===== config.mk =====
export PLATFORM = sky130hd
export DESIGN_NAME = soc_estimator_mc
export DESIGN_NICKNAME = d
export VERILOG_FILES = /design/src/rtl/soc_estimator_mc.sv
export SDC_FILE = /design/constraint.sdc
export NUM_CORES = 2
export LEC_CHECK = 0
export ABC_CLOCK_PERIOD_IN_PS = 106600
export BUFFER_PORTS_ARGS = -buffer_cell sky130_fd_sc_hd__buf_4
export CORE_AREA = 10 10 427 429
export CTS_CLUSTER_SIZE = 24
export DETAILED_ROUTE_END_ITERATION = 8
export DIE_AREA = 0 0 437 439
export GPL_TIMING_DRIVEN = 0
export SETUP_SLACK_MARGIN = 0.4
export SYNTH_ARGS = -nofsm -noshare
export SYNTH_HDL_FRONTEND = slang
export SYNTH_SLANG_ARGS = --single-unit

===== constraint.sdc =====
create_clock -name clk -period 106.6 [get_ports clk]
set_input_delay 26.65 -clock clk [delete_from_list [all_inputs] [get_ports clk]]
set_output_delay 26.65 -clock clk [all_outputs]
set_load 0.02 [all_outputs]

===== src/rtl/soc_estimator_mc.sv =====
// soc_estimator_mc: multi-channel hybrid state-of-charge estimator.
// One ESR/OCV/coulomb datapath is shared by all channels and swept once per sample tick.
// Ports:
//   clk, rst    system clock, asynchronous active-high reset
//   voltage_in  packed unsigned cell voltages (mV), channel c at [c*VW +: VW]
//   current_in  packed signed cell currents (mA, +ve = charge), channel c at [c*IW +: IW]
//   soc_out     packed SoC in percent, channel c at [c*8 +: 8]
//   v_mode      per channel: 1 = last SoC from voltage, 0 = coulomb counted
//   soc_valid   one-cycle pulse after a full sweep
//   busy        high while a sweep is in progress
module soc_estimator_mc #(
  parameter int N_CH        = 4,
  parameter int VW          = 16,
  parameter int IW          = 16,
  parameter int TICK_CYCLES = 50000,
  parameter int V_MIN       = 3000,
  parameter int V_MAX       = 4200,
  parameter int ESR_MOHM    = 100,
  parameter int I_THRESH    = 50,
  parameter int REST_TICKS  = 1000,
  parameter int Q_FULL      = 3600000
) (
  input  logic               clk,
  input  logic               rst,
  input  logic [N_CH*VW-1:0] voltage_in,
  input  logic [N_CH*IW-1:0] current_in,
  output logic [N_CH*8-1:0]  soc_out,
  output logic [N_CH-1:0]    v_mode,
  output logic               soc_valid,
  output logic               busy
);

  localparam int CHW = (N_CH > 1) ? $clog2(N_CH) : 1;
  localparam int PW  = (TICK_CYCLES > 1) ? $clog2(TICK_CYCLES) : 1;
  localparam int CW  = VW + IW + 11;
  localparam int QW  = $clog2(Q_FULL) + ((IW > 6) ? IW : 6) + 2;
  localparam int RW  = $clog2(REST_TICKS + 1);
  localparam int SW  = VW + 8;

  localparam logic signed [CW-1:0] ESR_C  = CW'(ESR_MOHM);
  localparam logic signed [CW-1:0] K1000  = CW'(1000);
  localparam logic signed [CW-1:0] VTOP_C = CW'((1 << VW) - 1);
  localparam logic [VW-1:0]        VMIN_C = VW'(V_MIN);
  localparam logic [VW-1:0]        VMAX_C = VW'(V_MAX);
  localparam logic [SW-1:0]        VSPAN  = SW'(V_MAX - V_MIN);
  localparam logic signed [QW-1:0] QFULL_Q = QW'(Q_FULL);
  localparam logic signed [QW-1:0] H100_Q  = QW'(100);
  localparam logic [RW-1:0]        REST_C  = RW'(REST_TICKS);
  localparam logic [PW-1:0]        PLAST   = PW'(TICK_CYCLES - 1);

  typedef enum logic [1:0] {IDLE, COMP, UPD, DONE} state_t;

  state_t           state, state_nx;
  logic [CHW-1:0]   ch, ch_nx;
  logic [PW-1:0]    presc;
  logic             tick;

  logic [VW-1:0]          v_comp;
  logic signed [IW-1:0]   i_reg;
  logic signed [QW-1:0]   q_accum [N_CH];
  logic [RW-1:0]          rest_cnt [N_CH];
  logic [N_CH-1:0]        init_done;

  // Sample tick prescaler
  always_ff @(posedge clk or posedge rst) begin
    if (rst)                presc <= '0;
    else if (presc == PLAST) presc <= '0;
    else                    presc <= presc + 1'b1;
  end

  assign tick = (presc == PLAST);

  always_ff @(posedge clk or posedge rst) begin
    if (rst) begin
      state <= IDLE;
      ch    <= '0;
    end else begin
      state <= state_nx;
      ch    <= ch_nx;
    end
  end

  always_comb begin
    state_nx  = state;
    ch_nx     = ch;
    soc_valid = 1'b0;
    busy      = 1'b1;
    case (state)
      IDLE: begin
        busy = 1'b0;
        if (tick) begin
          state_nx = COMP;
          ch_nx    = '0;
        end
      end
      COMP: state_nx = UPD;
      UPD: begin
        if (ch == CHW'(N_CH - 1)) state_nx = DONE;
        else begin
          state_nx = COMP;
          ch_nx    = ch + 1'b1;
        end
      end
      DONE: begin
        soc_valid = 1'b1;
        state_nx  = IDLE;
      end
      default: state_nx = IDLE;
    endcase
  end

  // COMP stage: channel select and ESR compensation
  logic [VW-1:0]        v_sel;
  logic signed [IW-1:0] i_sel;
  logic signed [CW-1:0] v_ext, i_ext, drop, vc_full;
  logic [VW-1:0]        vc_clamped;

  always_comb begin
    v_sel   = voltage_in[ch*VW +: VW];
    i_sel   = current_in[ch*IW +: IW];
    v_ext   = {{(CW-VW){1'b0}}, v_sel};
    i_ext   = CW'(i_sel);
    drop    = (i_ext * ESR_C) / K1000;
    vc_full = v_ext - drop;
    if (vc_full < 0)           vc_clamped = '0;
    else if (vc_full > VTOP_C) vc_clamped = '1;
    else                       vc_clamped = vc_full[VW-1:0];
  end

  // UPD stage: OCV lookup, rest qualification, charge integration
  logic [7:0]           soc_v, soc_c;
  logic signed [QW-1:0] soc_v_q, q_from_v, q_sum, q_clamp;
  logic signed [31:0]   i_w;
  logic                 is_rest, recal;
  logic [RW-1:0]        rest_nx;

  always_comb begin
    if (v_comp <= VMIN_C)      soc_v = 8'd0;
    else if (v_comp >= VMAX_C) soc_v = 8'd100;
    else                       soc_v = 8'((SW'(v_comp - VMIN_C) * SW'(100)) / VSPAN);

    soc_v_q  = QW'(soc_v);
    q_from_v = (soc_v_q * QFULL_Q) / H100_Q;

    q_sum = q_accum[ch] + QW'(i_reg);
    if (q_sum < 0)            q_clamp = '0;
    else if (q_sum > QFULL_Q) q_clamp = QFULL_Q;
    else                      q_clamp = q_sum;
    soc_c = 8'((q_clamp * H100_Q) / QFULL_Q);

    i_w     = 32'(i_reg);
    is_rest = (i_w <= I_THRESH) && (i_w >= -I_THRESH);
    if (!is_rest)                  rest_nx = '0;
    else if (rest_cnt[ch] == REST_C) rest_nx = REST_C;
    else                           rest_nx = rest_cnt[ch] + 1'b1;
    recal = (rest_nx == REST_C);
  end

  always_ff @(posedge clk or posedge rst) begin
    if (rst) begin
      v_comp    <= '0;
      i_reg     <= '0;
      soc_out   <= '0;
      v_mode    <= '1;
      init_done <= '0;
      for (int unsigned c = 0; c < N_CH; c++) begin
        q_accum[c]  <= '0;
        rest_cnt[c] <= '0;
      end
    end else begin
      case (state)
        COMP: begin
          v_comp <= vc_clamped;
          i_reg  <= i_sel;
        end
        UPD: begin
          rest_cnt[ch] <= rest_nx;
          if (!init_done[ch] || recal) begin
            q_accum[ch]        <= q_from_v;
            soc_out[ch*8 +: 8] <= soc_v;
            v_mode[ch]         <= 1'b1;
            init_done[ch]      <= 1'b1;
          end else begin
            q_accum[ch]        <= q_clamp;
            soc_out[ch*8 +: 8] <= soc_c;
            v_mode[ch]         <= 1'b0;
          end
        end
        default: ;
      endcase
    end
  end

endmodule


# Yosys cells after proc, flatten, opt, wreduce, memory -nomap -nowiden
# Cells that the tools add are included.
dict set report word_totals {
  inputBits 130
  elab_cells 110
  ff_bits 292
  output_inout_bits 38
}
dict set report classes {
  multipliers 4
  n_reduce_logical 9
  div_mod_pow 4
  bitwise_logic 5
  shifts 5
  n_eq_ne 9
  n_mux 39
  addsub 7
  order_cmp 12
}
# operator count
set ops {}
lappend ops {{$bwmux 160} 2}
lappend ops {{$mux 40} 5}
lappend ops {{$mux 160} 1}
lappend ops {{$shiftx 64x7->16} 2}
lappend ops {{$bmux 40 s2} 1}
lappend ops {{$demux 40 s2} 1}
lappend ops {{$shiftx 8x34->32} 2}
lappend ops {{$bwmux 32} 2}
lappend ops {{$mux 10} 5}
lappend ops {{$mux 16} 3}
lappend ops {{$div 43x11->43 const B} 1}
lappend ops {{$gt 43x17->1 const B} 1}
lappend ops {{$lt 43x1->1 const B} 1}
lappend ops {{$sub 17x43->43} 1}
lappend ops {{$add 40x16->40} 1}
lappend ops {{$bwmux 40} 1}
lappend ops {{$div 40x23->40 const B} 1}
lappend ops {{$div 40x8->40 const B} 1}
lappend ops {{$gt 40x23->1 const B} 1}
lappend ops {{$lt 40x1->1 const B} 1}
lappend ops {{$mul 40x6->38 const B} 1}
lappend ops {{$neg 5->34} 1}
lappend ops {{$shift 8x34->32 const A} 1}
lappend ops {{$mux 32} 1}
lappend ops {{42 further kinds} 56}

# Longest topological paths before layout
dict set report depth {
  depth_word 13
  ltp_mapped 194
  depth_no_buf 178
}

# Worst setup path before layout
# Ideal clock, no wire load.
dict set report synth_path {
  path_kind {input to register}
  from {in current_in[49]}
  to {reg v_comp[10]}
  path_slack_ps 55868
  arrival_time_ps 50667
  path_stages 108
  n_path_buf 7
  setup_time_ps 66
  t_required_ps 106534
  cell_sequence {mux4_2 inv_1 ha_1 fa_1 ha_1 ha_1 inv_1 fa_1 nor2b_1 o21ai_0 a21boi_1 o21ai_0 a21boi_1 o21ai_0 a21boi_1 o21ai_0 a21boi_1 o21ai_0 (+72 left out) a21o_1 a21oi_1 o21bai_1 a21oi_1 o21bai_1 a21oi_1 o21bai_1 a21oi_1 o21bai_1 a21oi_1 o21bai_1 a21o_1 a21o_1 a21o_1 a2bb2oi_1 clkbuf_1 o21ai_0 nand2_1}
}
dict set report synth_via {
  elab_chain_cells 7
  elab_cells_between_ends 8
  cone_classes {add/sub: 1; mul: 1; div: 1; order compare: 2; shift: 1; mux: 2}
}
# item line
set synth_lines {}
lappend synth_lines {{start, declared} 26} ;# input logic [N_CH*IW-1:0] current_in,
lappend synth_lines {{$shiftx 64x7->16 *} 120} ;# i_sel = current_in[ch*IW +: IW];
lappend synth_lines {{$mul 16x6->22 *} 123} ;# drop = (i_ext * ESR_C) / K1000;
lappend synth_lines {{$div 43x11->43 *} 123}
lappend synth_lines {{$sub 17x43->43 *} 124} ;# vc_full = v_ext - drop;
lappend synth_lines {{$gt 43x17->1} 126} ;# else if (vc_full > VTOP_C) vc_clamped = '1;
lappend synth_lines {{$mux 16} 126}
lappend synth_lines {{$mux 16 *} 125} ;# if (vc_full < 0) vc_clamped = '0;
lappend synth_lines {{end signal, assigned} 173} ;# v_comp <= vc_clamped;
lappend synth_lines {{end, declared} 58} ;# logic [VW-1:0] v_comp;
# Every way passes the cells marked *; elsewhere a longest branch is shown, timed or not.
# A chain may end at the register's enable or synchronous reset.

# Worst setup path after layout
dict set report layout_path {
  from {in current_in[50]}
  to {reg v_comp[2]}
}
dict set report layout_via {
  elab_chain_cells 7
  elab_cells_between_ends 8
  cone_classes {add/sub: 1; mul: 1; div: 1; order compare: 2; shift: 1; mux: 2}
}
# item line
set layout_lines {}
lappend layout_lines {{$shiftx 64x7->16 *} 120}
lappend layout_lines {{via i_sel[2]} 114} ;# logic signed [IW-1:0] i_sel;
lappend layout_lines {{$mul 16x6->22 *} 123}
lappend layout_lines {{$div 43x11->43 *} 123}
lappend layout_lines {{$sub 17x43->43 *} 124}
lappend layout_lines {{$gt 43x17->1} 126}
lappend layout_lines {{$mux 16} 126}
lappend layout_lines {{$mux 16 *} 125}
# The timed path passes the listed nets; every way through them passes the cells marked *.

==> impl_metrics.py <==
metrics = {
    "outcome": {
        "status": "completed",
    },
    "logic_synthesis": {
        "ys.warnings.count": 0,
        "seq_area_frac_synth": 0.137,
        "synth_cell_types": 157,
        "synth_edf_count": 0,
        "synth_ff_type": "dfrtp_1",
        "synthXorXnorAreaFrac": 0.107,
        "synth_seq_cells": 292,
        "syn_area_per_cell_sq_um": 7.68,
        "synth_mux_area_frac": 0.0669,
        "synth-adder-area-share": 0.121,
        "synthCells": 6954,
        "synthArstFlopShare": 1.00,
        "synth_top_family_by_area": "compound AO/OA/AOI/OAI gates",
        "syn_area_sq_um": 53400,
        "synthSimpleGateAreaFrac": 0.237,
        "synth_compound_area_frac": 0.288,
    },
    "min_path": {
        "hp-class": "reg2reg",
    },
    "final_layout": {
        "layout_common_cells": "nand2_1 (729), nor2_1 (593), o21ai_0 (446), xnor2_1 (445), a21oi_1 (416)",
        "nFillCells": 18500,
        "syn_to_final_growth_pct": 10.2,
        "regMostFlops": "q_accum",
        "largest_reg_flops": 160,
        "mostFrequentLayoutCell": "nand2_1",
        "fin_area_sq_um": 58900,
        "drive_gt1_frac": 0.0952,
        "biggestRegsByFlops": "q_accum (160), rest_cnt (40), soc_out (32)",
        "utilization": 0.339,
        "num-nets-final": 7764,
    },
    "sta": {
        "setup_tns_ns": 0,
        "grt_setup_unrepaired": "no",
        "hold_viol_final": 0,
        "final-setup-viol-count": 0,
        "drv_slew": 0,
        "relSlewSlack": 0.0705,
        "post-route-period-util": 0.538,
        "clock_skew_ns": 0.0362,
        "fmax_mhz": 17.4,
        "min_period_ns": 57.31,
        "worstMarginPinSlew_ns": 1.38,
    },
    "clock_tree": {
        "clock_sinks": 292,
        "hold_buffers": 0,
        "numCtsBuffers": 31,
        "cts_setup_buffers": 0,
        "cts.clk_slew.worst_paths_ns": 0.06,
        "cts_buffer_depth": 3,
        "cts_root_buffer": "clkbuf_16",
        "cts_tree": "done",
        "h-tree-depth": 1,
        "cts_resized": 0,
        "insertion_delay_ns": 0.62,
    },
    "critical_path": {
        "critical_path_arrival_ns": 57.83,
        "crit_start": "current_in[50]",
        "timing.rr.start": "v_comp[2]$_DFFE_PP0N_",
        "endpoint_kind": "flop",
        "cp_slowest_cell": "nor3_1",
        "criticalPathCategory": "in2reg",
        "slowest_delay_ns": 0.97,
        "cp_max_fo": 10,
        "required_ns": 107.12,
        "cpMostUsedCell": "o21ai_0",
        "crit_family": "compound AO/OA/AOI/OAI gates",
        "crit_buf_inv": 11,
        "start_kind": "input pin",
    },
    "route": {
        "drt-total-wl_um": 173000,
        "via_per_inst": 5.70,
        "dr.pass1.iters": 6,
        "dr.first_iter.drc_count": 4693,
        "ant_nets": 0,
        "wl_per_cell_um": 18.1,
        "vias": 54500,
        "drc": 0,
    },
    "placement": {
        "placed_area_sq_um": 57800,
        "port_buffers": 167,
        "gp_congestion": 0.962,
        "place_hpwl_um": 141000,
    },
    "die": {
        "die_h_um": 439,
        "rows": 153,
        "coreArea_sq_um": 173000,
        "start_util": 0.308,
        "ios": 168,
        "die_area_sq_um": 192000,
        "die_x_um": 437,
    },
    "grt": {
        "grt_pass1_vias": 50900,
        "grt_use_total": 0.168,
        "gr-total-overflow": 0,
        "antenna_found_initial": 2,
        "grt_pass1_wl_um": 275000,
        "grt_start_max_net_pins": 136,
    },
    "job": {
        "cap_violations": 0,
    },
}
==> cell type report <==
cell class | count | area, sq um | share of cell area
clock inverter | 20 | 239 | 0.00406
inverter | 308 | 1160 | 0.0198
clock buffer | 37 | 828 | 0.0141
timing repair buffer | 171 | 1320 | 0.0224
sequential | 292 | 7310 | 0.124
buffer | 244 | 1160 | 0.0198
tap | 2325 | 2910 | 0.0494
antenna | 1 | 2.50 | 0.0000425
multi-input combinational | 6147 | 43900 | 0.746
==> layer usage <==
layer / part of all wire / global-route usage
met5: 0.000075 / 0
met4: 0.028 / 0.0442
met3: 0.044 / 0.0119
met2: 0.46 / 0.281
met1: 0.46 / 0.231
==> cell families after synthesis <==
logic type / after synthesis
simple gates: 2570
compound gates: 2197
xor+xnor: 641
buf+inv: 552
fa+ha+maj: 457
flops: 292
mux: 244
other cells: 1
==> through the flow <==
step                setup slack, ns  cells  hold WS [ns]
floorplan                     55.87   6991         0.429
global placement              49.77   9483         0.446
detailed placement            49.35   9485         0.451
CTS                           49.83   9542         0.463
global route                  46.63   9545         0.486
finish                        49.29   9545         0.462
==> final timing paths <==
check | slack, ns | depth (start not counted) | end
min reg2reg | 0.46 | 2 | flop
max | 49.29 | 109 | v_comp[2]$_DFFE_PP0N_
max reg2reg | 50.99 | 178 | q_accum[80]$_DFFE_PP0P_
min in group asynchronous | 26.06 | 2 | q_accum[55]$_DFFE_PP0P_
max in group asynchronous | 79.52 | 3 | soc_out[21]$_DFFE_PP0P_
min | 0.46 | 2 | flop
==> tightest hold or removal path, stage by stage, from the launching register on <==
cell and delay (ns):
dfstp_2 0.37, nand2_1 0.05, nand2_1 0.04
==> cell usage after synthesis (all sizes together), types with 84 or more instances <==
library cell,count,share of area
ha,333,0.078
a21oi,432,0.042
mux2i,99,0.019
a21o,94,0.013
dfrtp,288,0.13
xnor2,450,0.075
nand2,731,0.051
and2,161,0.019
buf,84,0.010
a211oi,104,0.016
nand3,213,0.020
nor3,231,0.022
xor2,190,0.032
fa,106,0.040
o21ai,551,0.052
o211ai,89,0.013
nor2,597,0.042
or2,86,0.010
clkbuf,158,0.011
inv,306,0.022
a31oi,84,0.010
Power is left out: the tool's default activity adds up to more than one toggle a clock period on the data nets, which glitch-free logic cannot reach.
